### config.mk
export PLATFORM = sky130hd
export DESIGN_NAME = ram_arbiter
export DESIGN_NICKNAME = d
export VERILOG_FILES = /design/src/rtl/ram_arbiter.sv
export SDC_FILE = /design/constraint.sdc
export NUM_CORES = 1
export LEC_CHECK = 0
export CORE_AREA = 2 2 86 96
export CTS_BUF_LIST = sky130_fd_sc_hd__clkbuf_2 sky130_fd_sc_hd__clkbuf_4 sky130_fd_sc_hd__clkbuf_8
export DETAILED_ROUTE_END_ITERATION = 12
export DIE_AREA = 0 0 88 98
export GPL_ROUTABILITY_DRIVEN = 0
export PLACE_DENSITY_LB_ADDON = 0.08
export SLEW_MARGIN = 20
export SYNTH_ARGS = -nofsm -noshare
export SYNTH_HDL_FRONTEND = slang
export SYNTH_SLANG_ARGS = --single-unit
### constraint.sdc
create_clock -name ram_clk -period 1.92 [get_ports ram_clk]
set_input_delay 0.576 -clock ram_clk [delete_from_list [all_inputs] [get_ports ram_clk]]
set_output_delay 0.576 -clock ram_clk [all_outputs]
set_load 0.005 [all_outputs]
### src/rtl/ram_arbiter.sv
// ram_arbiter: clocked arbiter sharing one single-port synchronous RAM between
// the stage12 fetch reader, the stage3 operand reader and the stage5 saver.
// Priority is stage3 > stage5 > stage12, except that a stage12 request that
// has waited STARVE_LIMIT cycles is promoted above both.
//
// Handshake (all three ports, four-phase): a requester raises its level
// request with address/data stable and keeps it high until it sees its
// one-cycle ready pulse. It must then drop the request for at least one
// sampled edge before it can be served again. A request still high after
// ready is ignored, and a request dropped before its grant is discarded.
module ram_arbiter #(
    parameter int ADDR_W       = 16,
    parameter int DATA_W       = 8,
    parameter int STARVE_LIMIT = 8
) (
    input  logic              ram_clk,
    input  logic              rst,

    input  logic              stage12_read,
    input  logic [ADDR_W-1:0] stage12_read_address,
    output logic              stage12_read_ready,
    output logic [DATA_W-1:0] stage12_read_data_out,

    input  logic              stage3_read,
    input  logic [ADDR_W-1:0] stage3_read_address,
    output logic              stage3_read_ready,
    output logic [DATA_W-1:0] stage3_read_data_out,

    input  logic              stage5_save,
    input  logic [ADDR_W-1:0] stage5_save_address,
    input  logic [DATA_W-1:0] stage5_save_data_in,
    output logic              stage5_save_ready,

    output logic              ram_write_enable,
    output logic [ADDR_W-1:0] ram_address,
    output logic [DATA_W-1:0] ram_data_in,
    input  logic [DATA_W-1:0] ram_data_out,

    output logic              busy,
    output logic [1:0]        grant,

    output logic [1:0]        state_dbg,
    output logic [7:0]        starve_cnt_dbg
);

    typedef enum logic [1:0] {
        IDLE    = 2'd0,
        RD_WAIT = 2'd1,
        RD_CAP  = 2'd2,
        WR      = 2'd3
    } state_t;

    localparam logic [1:0] G_NONE = 2'd0;
    localparam logic [1:0] G_S12  = 2'd1;
    localparam logic [1:0] G_S3   = 2'd2;
    localparam logic [1:0] G_S5   = 2'd3;
    localparam logic [7:0] LIMIT  = 8'(STARVE_LIMIT);

    state_t     state;
    state_t     next_state;
    logic [1:0] win;
    logic       promote;
    logic       armed12;
    logic       armed3;
    logic       armed5;
    logic [7:0] starve_cnt;

    assign busy           = (state != IDLE);
    assign state_dbg      = state;
    assign starve_cnt_dbg = starve_cnt;

    // State register.
    always_ff @(posedge ram_clk or negedge rst) begin
        if (!rst) state <= IDLE;
        else      state <= next_state;
    end

    // Arbitration in IDLE and the fixed read/write sequencing elsewhere.
    always_comb begin
        next_state = state;
        win        = G_NONE;
        promote    = stage12_read && armed12 && (starve_cnt == LIMIT);
        case (state)
            IDLE: begin
                if (promote)                     win = G_S12;
                else if (stage3_read && armed3)  win = G_S3;
                else if (stage5_save && armed5)  win = G_S5;
                else if (stage12_read && armed12) win = G_S12;
                if (win == G_S5)          next_state = WR;
                else if (win != G_NONE)   next_state = RD_WAIT;
            end
            RD_WAIT: next_state = RD_CAP;
            RD_CAP:  next_state = IDLE;
            WR:      next_state = IDLE;
            default: next_state = IDLE;
        endcase
    end

    // RAM drive, grant ownership, read-data capture and ready pulses.
    always_ff @(posedge ram_clk or negedge rst) begin
        if (!rst) begin
            grant                 <= G_NONE;
            ram_write_enable      <= 1'b0;
            ram_address           <= '0;
            ram_data_in           <= '0;
            stage12_read_ready    <= 1'b0;
            stage3_read_ready     <= 1'b0;
            stage5_save_ready     <= 1'b0;
            stage12_read_data_out <= '0;
            stage3_read_data_out  <= '0;
        end else begin
            stage12_read_ready <= 1'b0;
            stage3_read_ready  <= 1'b0;
            stage5_save_ready  <= 1'b0;
            case (state)
                IDLE: begin
                    grant <= win;
                    case (win)
                        G_S12: begin
                            ram_address      <= stage12_read_address;
                            ram_write_enable <= 1'b0;
                        end
                        G_S3: begin
                            ram_address      <= stage3_read_address;
                            ram_write_enable <= 1'b0;
                        end
                        G_S5: begin
                            ram_address      <= stage5_save_address;
                            ram_data_in      <= stage5_save_data_in;
                            ram_write_enable <= 1'b1;
                        end
                        default: ;
                    endcase
                end
                RD_CAP: begin
                    // ram_data_out was registered by the RAM on the RD_WAIT edge.
                    case (grant)
                        G_S12: begin
                            stage12_read_data_out <= ram_data_out;
                            stage12_read_ready    <= 1'b1;
                        end
                        G_S3: begin
                            stage3_read_data_out <= ram_data_out;
                            stage3_read_ready    <= 1'b1;
                        end
                        default: ;
                    endcase
                    grant <= G_NONE;
                end
                WR: begin
                    ram_write_enable  <= 1'b0;
                    stage5_save_ready <= 1'b1;
                    grant             <= G_NONE;
                end
                default: ;
            endcase
        end
    end

    // Per-port arming: cleared at completion, restored once the request is seen low.
    always_ff @(posedge ram_clk or negedge rst) begin
        if (!rst) begin
            armed12 <= 1'b1;
            armed3  <= 1'b1;
            armed5  <= 1'b1;
        end else begin
            if (state == RD_CAP && grant == G_S12) armed12 <= 1'b0;
            else if (!stage12_read)                armed12 <= 1'b1;

            if (state == RD_CAP && grant == G_S3)  armed3 <= 1'b0;
            else if (!stage3_read)                 armed3 <= 1'b1;

            if (state == WR)                       armed5 <= 1'b0;
            else if (!stage5_save)                 armed5 <= 1'b1;
        end
    end

    // Fetch starvation counter: counts waiting cycles of an armed, pending stage12.
    always_ff @(posedge ram_clk or negedge rst) begin
        if (!rst) begin
            starve_cnt <= 8'd0;
        end else if (!stage12_read || win == G_S12 || grant == G_S12) begin
            starve_cnt <= 8'd0;
        end else if (armed12 && starve_cnt < LIMIT) begin
            starve_cnt <= starve_cnt + 8'd1;
        end
    end

endmodule

Word-level counts from Yosys, hierarchy flattened
Index checks and enable logic that the tools add are counted.
- eq/ne operators: 15
- magnitude comparators: 1
- $add $sub $neg: 1
- reduce and logical (&&, ||, !) cells: 24
- multiplexer cells: 26
- operators by type and width (operator ; count):
    one-hot mux 16 bit (3 select lines) ; 1
    two-way mux 8 bit ; 2
    two-way mux 2 bit ; 7
    == test 2 bit (second input constant) ; 6
    two-way mux 1 bit ; 12
    AND reduction 2 bit ; 5
    nonzero test 2 bit ; 5
    adder 8 x 1 -> 8 bit (second input constant) ; 1
    == test 8 x 4 -> 1 bit (second input constant) ; 1
    less-than comparator 8 x 4 -> 1 bit (second input constant) ; 1
    logical AND 1 bit ; 7
    == test 2 x 1 -> 1 bit (second input constant) ; 3
    != test 2 x 1 -> 1 bit (second input constant) ; 3
    != test 3 bit (second input constant) ; 2
    one-hot mux 2 bit (3 select lines) ; 1
    one-hot mux 1 bit (2 select lines) ; 2
    one-hot mux 2 bit (2 select lines) ; 1
    OR reduction 2 bit ; 2
    nonzero test 3 bit ; 1
    logical NOT 2 bit ; 1
    logical OR 1 bit ; 2
    logical NOT 1 bit ; 1
- flip-flop bits (word level): 59
- word-level logic and storage cells: 81
- output and inout bits: 57

Logic depth before layout (Yosys ltp)
Gate-level depths: netlist (run 1).
- depth in word-level cells: 11
- gate-level depth with buffers: 8

Least setup slack after synthesis (run 1)
Ideal clock, no wire load.
- path type: register -> register
- start: reg armed12
- end: reg ram_data_in[0]
- required time: 1.792 ns
- arrival time: 1.947 ns
- buffers on the path: 1
- library setup time: 0.128 ns
- cell stages (with the launch flop): 6
- path slack: -0.155 ns
- clock period less this slack: 2.075 ns
- cell sequence: dfstp_2 > or4b_4 > nor3_4 > or4_1 > buf_4 > mux2_1
- longest elaborated chain between the ends: 9
- elaborated cells between the ends (all ways): 10
- classes of those cells: 1 x eq/ne; 6 x mux; 3 x reduce/logical
- RTL lines (item ; line ; source):
    from (decl) ; 63 ; logic armed12;
    from (signal assigned) ; 163 ; armed12 <= 1'b1;
    from (signal assigned) ; 167 ; if (state == RD_CAP && grant == G_S12) armed12 <= 1'b0;
    from (signal assigned) ; 168 ; else if (!stage12_read) armed12 <= 1'b1;
    logical AND 1 bit (*) ; 82, 88 ;
    two-way mux 1 bit ; 88 ; else if (stage12_read && armed12) win = G_S12;
    two-way mux 2 bit ; 87 ; else if (stage5_save && armed5) win = G_S5;
    two-way mux 2 bit ; 86 ; else if (stage3_read && armed3) win = G_S3;
    two-way mux 2 bit (*) ; 85 ; if (promote) win = G_S12;
    two-way mux 2 bit (*) (2 in a row) ; 83 ; case (state)
    == test 2 bit (*) ; 118 ; case (win)
    AND reduction 2 bit (no source line) (*) ; -- ;
    to (signal assigned) ; 129 ; ram_data_in <= stage5_save_data_in;
    to (decl) ; 36 ; output logic [DATA_W-1:0] ram_data_in,
Mark *: on every way between the ends. The rest lies on a longest branch, timed or not. The select of a mux whose other input is x is not followed.
A chain may end at the register's enable or synchronous reset.

Final worst setup path (run 1)
- start: reg armed12
- end: reg ram_address[0]
- longest elaborated chain between the ends: 10
- elaborated cells between the ends (all ways): 14
- classes of those cells: 3 x eq/ne; 7 x mux; 4 x reduce/logical
- RTL lines (item ; line ; source):
    logical AND 1 bit (*) ; 82, 88 ;
    two-way mux 1 bit ; 88 ;
    two-way mux 2 bit ; 87 ;
    two-way mux 2 bit ; 86 ;
    two-way mux 2 bit (*) ; 85 ;
    two-way mux 2 bit (*) (2 in a row) ; 83 ;
    == test 2 x 1 -> 1 bit / == test 2 bit (equally long branches) ; 118 ;
    nonzero test 3 bit (no source line) ; -- ;
    AND reduction 2 bit (no source line) ; -- ;
    to (signal assigned) ; 120 ; ram_address <= stage12_read_address;
    to (signal assigned) ; 124 ; ram_address <= stage3_read_address;
    to (signal assigned) ; 128 ; ram_address <= stage5_save_address;
    to (decl) ; 35 ; output logic [ADDR_W-1:0] ram_address,
Marks and branches as above.

==> results of run 1 <==
==> cells in the final DEF (no fill, tap or decap), drive strengths merged, types with 2 or more instances in the layout <==
master and n:
a31oi 2, dfstp 3, mux2i 2, clkdlybuf4s50 119, nand3 16, dlygate4sd2 3
ha 2, nor4b 2, nor3b 4, and2 3, nand2 18, xnor2 2
nor3 39, a21oi 20, dlymetal6s2s 2, nor2 4, clkinv 3, nor4 16
buf 45, mux2 24, clkbuf 12, dfrtp 56, inv 7, o32a 16
==> cells by family after synthesis <==
kind of cell | share of synthesized area, %
buffers and inverters | 7.32
AND/OR/NAND/NOR | 20.9
XOR/XNOR | 0.582
AO/OA/AOI/OAI | 11.6
multiplexers | 9.64
flip-flops | 49.2
adder cells (fa/ha/maj) | 0.831
==> power by group <==
| part | total (W) | switching [W] | internal (W) |
|---|---|---|---|
| registers | 0.00211 | 0.000310 | 0.00180 |
| clock network | 0.00114 | 0.000496 | 0.000642 |
| logic | 0.00352 | 0.00137 | 0.00215 |
==> through the flow <==
| stage | instances | power [W] | util, % | setup TNS (ns) |
|---|---|---|---|---|
| finish | 544 | 0.00678 | 66.9 | -1.59 |
| global route | 544 | 0.00720 | 66.9 | -3.73 |
| CTS | 541 | 0.00671 | 64.9 | -2.03 |
| detailed placement | 525 | 0.00541 | 60.4 | -13.27 |
| global placement | 525 | 0.00535 | 60.4 | -12.50 |
| floorplan | 274 | 0.00362 | - | -1.55 |
==> critical path: stages (launching register included) <==
cell and delay, ns:
sky130_fd_sc_hd__dfstp_2 0.53, sky130_fd_sc_hd__or4b_4 0.53, sky130_fd_sc_hd__buf_6 0.19, sky130_fd_sc_hd__nor4_2 0.28, sky130_fd_sc_hd__nor3_2 0.06, sky130_fd_sc_hd__o32a_1 0.28
==> flip-flops by register name, summed over array words and instances, names as in the netlist <==
signal,count
starve_cnt_dbg,8
stage5_save_ready,1
ram_address,16
ram_data_in,8
stage3_read_data_out,8
armed12,1
stage12_read_ready,1
armed5,1
grant,2
state_dbg,2
stage3_read_ready,1
ram_write_enable,1
stage12_read_data_out,8
armed3,1
==> metal layers <==
layer	vias up	GRT usage (%)	wire (um)
li1	1343	-	-
met4	0	7.93	105
met1	1405	26.9	3920
met3	10	5.41	553
met2	85	36.8	4610
met5	-	0	0
==> final cells by class <==
class | count | area (um2) | area share (%)
clock inverters | 5 | 52.6 | 1.02
inverters | 7 | 26.3 | 0.510
multi-input cells | 184 | 1620 | 31.4
well taps | 108 | 135 | 2.62
clock buffers | 11 | 145 | 2.82
repair buffers | 170 | 1690 | 32.9
flip-flops and latches | 59 | 1480 | 28.8
==> path summary, 6_finish.rpt <==
check / cells past startpoint / from / slack, ns / to
max reg2reg: 5 / armed12 / -0.08 / ram_address[0]
min reg2reg: 2 / armed3 / 0.48 / armed3
max in group asynchronous: 2 / rst / 1.20 / armed12
max: 5 / armed12 / -0.08 / ram_address[0]
min: 1 / rst / 0.16 / ram_address[9]
min in group ram_clk: 2 / armed3 / 0.48 / armed3
==> repair_timing <==
action                     in CTS  in global routing
hold buffers                    0                  0
resized for setup              35                 21
buffers inserted                0                  2
pin swaps                       3                  3
setup endpoints to repair      38                 36
gates cloned                    0                  1
==> results.txt, run 1 <==
- Result of the run: finished with violations
- The final reports fail on negative setup slack.
- Max Cap Viol: 0
- Worst-Margin Slew: ~0.42 ns
- Fin worst setup slack: -0.0798 ns
* Required time at the worst-slack endpoint: between 2 and 2.5 ns
* Count leader, synth: sky130_fd_sc_hd__dfrtp_1
- Depth of the CTS H-tree: 3
- Primary FF master, synth: sky130_fd_sc_hd__dfrtp_1
* Crit path DAT: approximately 2.2 ns
- Clock-pin slew was measured on the worst setup and hold paths at 0.07 ns.
- The filler cells instantiated in the layout total between 600 and 700.
* Wire length of the first global-routing pass: roughly 15000 um
* Synthesized Nets: around 350
* Antenna violations before repair: 0
* Drt wl/cell: about 17 um
- The region available for standard cell placement spans between 7000 and 8000 um2.
* Final-stage net count: approximately 500
- The synthesized design contains 0 enable-type register cells.
* Category of the most critical setup path: register to register
- The average instance in the mapped netlist occupies 11.0 um2.
- After legalization and detailed placement, the total HPWL measured ~6500 um.
* Total die area: around 8600 um2
* Fraction of final layout cells with drive strength greater than 1: a little under a third
- Counting flops with an async set or reset pin after synthesis yields a share of between 90% and 100%.
- CTS sink count: roughly 60
* Number of input and output port buffers inserted: ~130
- Root cell of the clock tree: sky130_fd_sc_hd__clkbuf_8
- After synthesis, the netlist uses 46 different library cells.
* Total number of vias: approximately 2.8k
- Yosys top cell area share: 46.6%
- Post-Place Worst Slack: -0.492 ns
- The number of hold-slack violations in the final timing report is 0.
- Iteration-0 DRC Markers: roughly 100
* Unrepaired setup endpoints after global routing: yes
- In this run the deepest clock path goes through 2 buffers.
- Fraction of the yosys area taken by sequential cells: about half
- Summed over all layers, the routed wires come to 9190 um.
- Final Instance Area: a little over 5000 um2
- Top cell type by total area after synthesis: sky130_fd_sc_hd__dfrtp_1
* Post-synthesis instance area: ~3000 um2
- Area growth syn-to-layout: 71.1%
* Crit Path Max Fanout: 10
- Vert. Die Dim: 98 um
- Vias per std cell: 5.23
- Starting density of the core: around two fifths
* Clock buffer count from CTS: 9
* Largest vdd supply drop: between 0.8 and 0.9 mV
- Before antenna repair, the detailed router went through 5 iterations.
- Synth top area cells: sky130_fd_sc_hd__dfrtp_1 (47%), sky130_fd_sc_hd__mux2_2 (6.0%), sky130_fd_sc_hd__nor3_1 (5.7%)
* Largest net degree at the start of global routing: 28
- Number of instances in the synthesized netlist: about 270
* Rows: 34
- Headroom to the max-slew limit came out at approximately 72%.
- Placed cell area: between 4000 and 5000 um2
* Final Critical Period: between 1.5 and 2 ns
- Clock skew on the completed layout was measured at approximately 0.0085 ns.
- Category of the worst setup path launch point: register
- GRT Overall Usage: 21.9%
- Diode count: 0
- Critical Path End Type: register
- On the final layout, the worst hold slack is 0.164 ns.
* Top achievable clock speed: approximately 500 MHz
- Synth warnings: 0
* Commonest cells in the netlist: sky130_fd_sc_hd__dfrtp_1 (56), sky130_fd_sc_hd__nor3_1 (34), sky130_fd_sc_hd__a21oi_1 (19)
- Number of remaining DRC errors: 0
- Setup violations remaining at the end of the flow were counted as 32.
- Measured along the x axis, the die boundary spans roughly 88 um.
* Leakage Power: 2.09 nW
- Final critical-path share of the clock period: 104%
- TritonCTS built the clock tree.
- Number of synthesized register bits: between 50 and 60
- Worst-skew pair later-pin latency: around 0.34 ns
- Worst min-delay path class: input pin to async pin
* Number of top-level pins: 126
- Power spread over the standard cell area amounts to 1320 nW/um2.
* Number of nets still failing antenna checks after routing: 0
* Total congestion overflow: 0
- The number of global-route vias before repair is just over 3k.
* Slew Limit Fails: 0
Power figures use the tool's default switching activity.
==> inputs of run 2 (changes only) <==
--- a/config.mk
+++ b/config.mk
@@ -6,7 +6,7 @@
 export NUM_CORES = 1
 export LEC_CHECK = 0
 export CORE_AREA = 2 2 86 96
-export CTS_BUF_LIST = sky130_fd_sc_hd__clkbuf_2 sky130_fd_sc_hd__clkbuf_4 sky130_fd_sc_hd__clkbuf_8
+export CTS_BUF_LIST = sky130_fd_sc_hd__clkbuf_8
 export DETAILED_ROUTE_END_ITERATION = 12
 export DIE_AREA = 0 0 88 98
 export GPL_ROUTABILITY_DRIVEN = 0
==> results.txt, run 2 (synthesized netlist as in run 1, its figures left out) <==
- Result of the run: finished with violations
- The checks that failed: negative setup slack.
- Drt wl/cell: between 15 and 20 um
* Depth of the CTS H-tree: 3
- Detailed placement HPWL: roughly 6500 um
- The number of hold-slack violations in the final timing report came to 0.
- After global routing the overflow that remains totals 0.
- Critical Path End Type: register
* Count of endpoints failing setup in the final report: 32
- In the post-route analysis, the smallest setup slack over all paths is -0.0809 ns.
- Fill cells in the final layout number 626.
* Worst-case hold slack: approximately 0.17 ns
- Final-stage net count: about 500
* Wire length of the first global-routing pass: 14700 um
- After detailed routing, the number of vias per cell comes to between 5 and 6.
- Counting the buffers created by CTS gives 9.
- In this run the worst hold path is classified as input pin to async pin.
* Fraction of final layout cells with drive strength greater than 1: 31.7%
- The initial antenna violation count came to 0.
- Clock tree from TritonCTS: built
- The worst setup path is launched from a register.
- Across the VDD grid, the largest voltage drop is 0.889 mV.
- CTS sink count: between 50 and 60
- Global routing used around 22% of the available tracks across all layers.
- The clock arrives with 0.00927 ns of skew.
- Area growth syn-to-layout: 70.9%
- Largest net degree at the start of global routing: 28
* Clock Path Buffers: 2
* Most common library cell in the layout ignoring fill and taps: sky130_fd_sc_hd__clkdlybuf4s50_1
* Total die area: between 8000 and 9000 um2
- Starting density of the core: 39.1%
* Worst-skew pair later-pin latency: between 0.3 and 0.4 ns
* Count of TritonRoute iterations in the first routing pass: 4
- Total power density per cell area: 1310 nW/um2
* Worst slew margin: just over 70%
- At the pin with the least slew margin, the transition time is roughly 0.42 ns.
- Crit Path Max Fanout: 10
- The routed design has 9170 um of wire.
- Max Cap Viol: 0
* Total number of vias: around 2.8k
- The die is ~98 um tall.
* Final Critical Period: between 2 and 2.5 ns
- Root cell of the clock tree: sky130_fd_sc_hd__clkbuf_8
- Number of nets still failing antenna checks after routing: 0
- For this block, the initial DRC count from the detailed router was 84.
- Number of input and output port buffers inserted: about 130
* Share of the core filled with cells in the final layout: roughly two thirds
* Commonest cells after routing, fill and taps aside: sky130_fd_sc_hd__clkdlybuf4s50_1 (119), sky130_fd_sc_hd__dfrtp_1 (54), sky130_fd_sc_hd__buf_4 (34), sky130_fd_sc_hd__nor3_1 (20), sky130_fd_sc_hd__a21oi_1 (19)
- Category of the most critical setup path: register to register
- Required time at the worst-slack endpoint: 2.14 ns
- After detailed routing, the number of remaining DRC violations is 0.
* Number of top-level pins: about 130
- Top achievable clock speed: around 500 MHz
- Placeable Area: between 7000 and 8000 um2
- The register with the most flip-flops in the layout has 16 of them.
- Setup repair after global routing could not meet its margin everywhere.
- The number of global-route vias before repair was 3029.
- Slew Limit Fails: 0
- 0 antenna diodes ended up in the layout.
* Chip width: about 88 um
- Crit path DAT: between 2 and 2.5 ns
- Rows: 34
- Worst-path clk slew: 0.07 ns
- Leakage Power: approximately 2.1 nW
- The worst path uses 104% of the clock period.
* Register ranked first by flip-flop count: ram_address
==> run 2: cell count changes in the layout (fill, tap and decap cells not counted), sizes merged <==
cell / delta
clkbuf: -1
inv: +1
==> run 2: area by class of cell <==
| type | instances | area [um2] | share of cell area [%] |
|---|---|---|---|
| repair buffers | 170 | 1690 | 32.9 |
| multi-input cells | 184 | 1620 | 31.4 |
| flip-flops and latches | 59 | 1480 | 28.8 |
| clock buffers | 10 | 138 | 2.67 |
| well taps | 108 | 135 | 2.63 |
| clock inverters | 6 | 56.3 | 1.09 |
| inverters | 7 | 26.3 | 0.511 |
==> run 2: stage by stage <==
step	total power, W	cell area (um2)	setup slack, ns	cells	setup TNS, ns
final	0.00676	5150	-0.0809	544	-1.58
after global routing	0.00718	5150	-0.138	544	-3.76
after CTS	0.00669	5000	-0.0862	541	-2.03
after detailed placement	0.00541	4650	-0.492	525	-13.27
after global placement	0.00535	4650	-0.469	525	-12.50
after floorplan	0.00362	3080	-0.0929	274	-1.55
==> run 2: final timing paths <==
check	startpoint	end	slack, ns	cells past startpoint
min in group ram_clk	armed3	armed3	0.48	2
hold reg to reg	armed3	armed3	0.48	2
max in group asynchronous	rst	armed12	1.20	2
setup / recovery	armed12	ram_address[0]	-0.08	5
setup reg to reg	armed12	ram_address[0]	-0.08	5
hold / removal	rst	ram_address[9]	0.17	1
==> run 2: repair_timing <==
item	CTS	global route
pin swaps	3	3
hold buffers	0	0
gates cloned	0	1
endpoints found under the setup margin	38	36
setup buffers	0	2
gates resized for setup	35	21
==> run 2: where the power goes <==
| part | internal (W) | switching [W] |
|---|---|---|
| clock network | 0.000622 | 0.000494 |
| registers | 0.00180 | 0.000310 |
| logic | 0.00215 | 0.00137 |
==> run 2: worst max-delay path, stage by stage (launching register included) <==
cell and delay, ns:
sky130_fd_sc_hd__dfstp_2 0.53, sky130_fd_sc_hd__or4b_4 0.53, sky130_fd_sc_hd__buf_6 0.19, sky130_fd_sc_hd__nor4_2 0.28, sky130_fd_sc_hd__nor3_2 0.06, sky130_fd_sc_hd__o32a_1 0.28
==> run 2: metal layers <==
| metal | vias up | global-route usage (%) | part of all wire, % |
|---|---|---|---|
| met1 | 1391 | 26.8 | 43 |
| met5 | - | 0 | 0 |
| met2 | 82 | 36.8 | 50 |
| met4 | 0 | 7.93 | 1.3 |
| li1 | 1344 | - | - |
| met3 | 11 | 5.41 | 5.9 |
==> patch (config.mk and constraints of run 2) <==
Register the output `starve_cnt_dbg` once more, with the module's reset; this adds one clock of latency there. The other outputs are not delayed to match.
--- a/src/rtl/ram_arbiter.sv
+++ b/src/rtl/ram_arbiter.sv
@@ -67,7 +67,13 @@
 
     assign busy           = (state != IDLE);
     assign state_dbg      = state;
-    assign starve_cnt_dbg = starve_cnt;
+    always_ff @(posedge ram_clk or negedge rst) begin
+        if (!rst) begin
+            starve_cnt_dbg <= '0;
+        end else begin
+            starve_cnt_dbg <= starve_cnt;
+        end
+    end
 
     // State register.
     always_ff @(posedge ram_clk or negedge rst) begin
Formal check against the unedited RTL: not equivalent (Yosys sat finds a counterexample within 4 cycles, from zero or initial values and one cycle with rst low).
==> patch against run 2 <==
- setup slack improved by 0.15 ns
- final area fell by 3.7%
- sequential power rose by 9%
- sequential cell count rose by 8
- wire length fell by 4.0%
- power rose by 1.1%
- critical path depth rose by 2
- register-to-register slack improved by 0.21 ns
- area after synthesis rose by 1.7%
- largest cell class is now flip-flops and latches
==> patch: results (changes against run 2) <==
synth_seq_area_share_pct: 54.9  # +5.7 points
grt_pass1_vias: 3013  # -0.53%
dp_slack_ns: -0.311  # +0.181 ns
synthMuxAreaShare_pct: 9.48  # -0.17 points
synth-compound-area-share_pct: 14.3  # +2.7 points
drive_gt1_share_pct: 19.6  # -12 points
cpPeakStageDelay_ns: 0.43  # -0.10 ns
synth_cell_type_count: 44  # -4.3%
synthTopCellsByCount: "dfrtp_1 (64), nor2_1 (35), nor3_1 (21)"
synth.avg_cell_area_um2: 11.1  # +0.64%
status: "completed"
skew_ns: 0.00915  # -0.000118 ns
dpl-instance-area_um2: 4730  # +1.6%
critical_path.top_delay_family: "buffers and inverters"
dp_hpwl_um: 6350  # -2.2%
worstSetupEndpoint: "ram_address[4]"
p_leak_nw: 2.15  # +2.6%
slowest_stage: "clkdlybuf4s50_1"
wirelength_um: 8800  # -4.0%
track_usage_pct: 21.6  # -0.20 points
fin_ws_ns: 0.0683  # +0.149 ns
via_count: 2804  # -0.85%
ff2ff_setup_slack_ns: 0.13  # +0.21 ns
syn-num-nets: 348  # +0.87%
cp.arrival_ns: 2.12  # -0.10 ns
synth-xor-area-share_pct: 0.572  # -0.010 points
drt_iter0_drc: 154  # +83%
synth_area_leaders: "dfrtp_1 (52%), mux2_2 (5.9%), a211o_1 (4.6%)"
==> patch: where the power goes <==
part	switching, mW	internal, mW	leakage (nW)	total (mW)
Sequential	0.300	2.00	0.823	2.30
Combinational	1.32	1.91	1.21	3.23
Clock	0.541	0.758	0.119	1.30
==> patch: final cells by class <==
type | count | area (um2)
sequential | 67 | 1680
clock inverter | 6 | 81.3
fill | 624 | 2750
timing repair buffer | 162 | 1600
clock buffer | 10 | 138
inverter | 9 | 33.8
multi-input combinational | 185 | 1280
tap | 108 | 135
==> patch: layer usage <==
metal,GRT usage [%],wire length [um],up-vias
met1,28.7,3860,1351
met5,0,0,-
met2,33.7,4220,108
met4,8.99,135,0
li1,-,-,1332
met3,5.33,586,13
==> patch: what timing repair did <==
action / 4_1_cts / 5_1_grt
gates resized for setup: 3 / 3
setup endpoints to repair: 3 / 8
setup buffers: 0 / 0
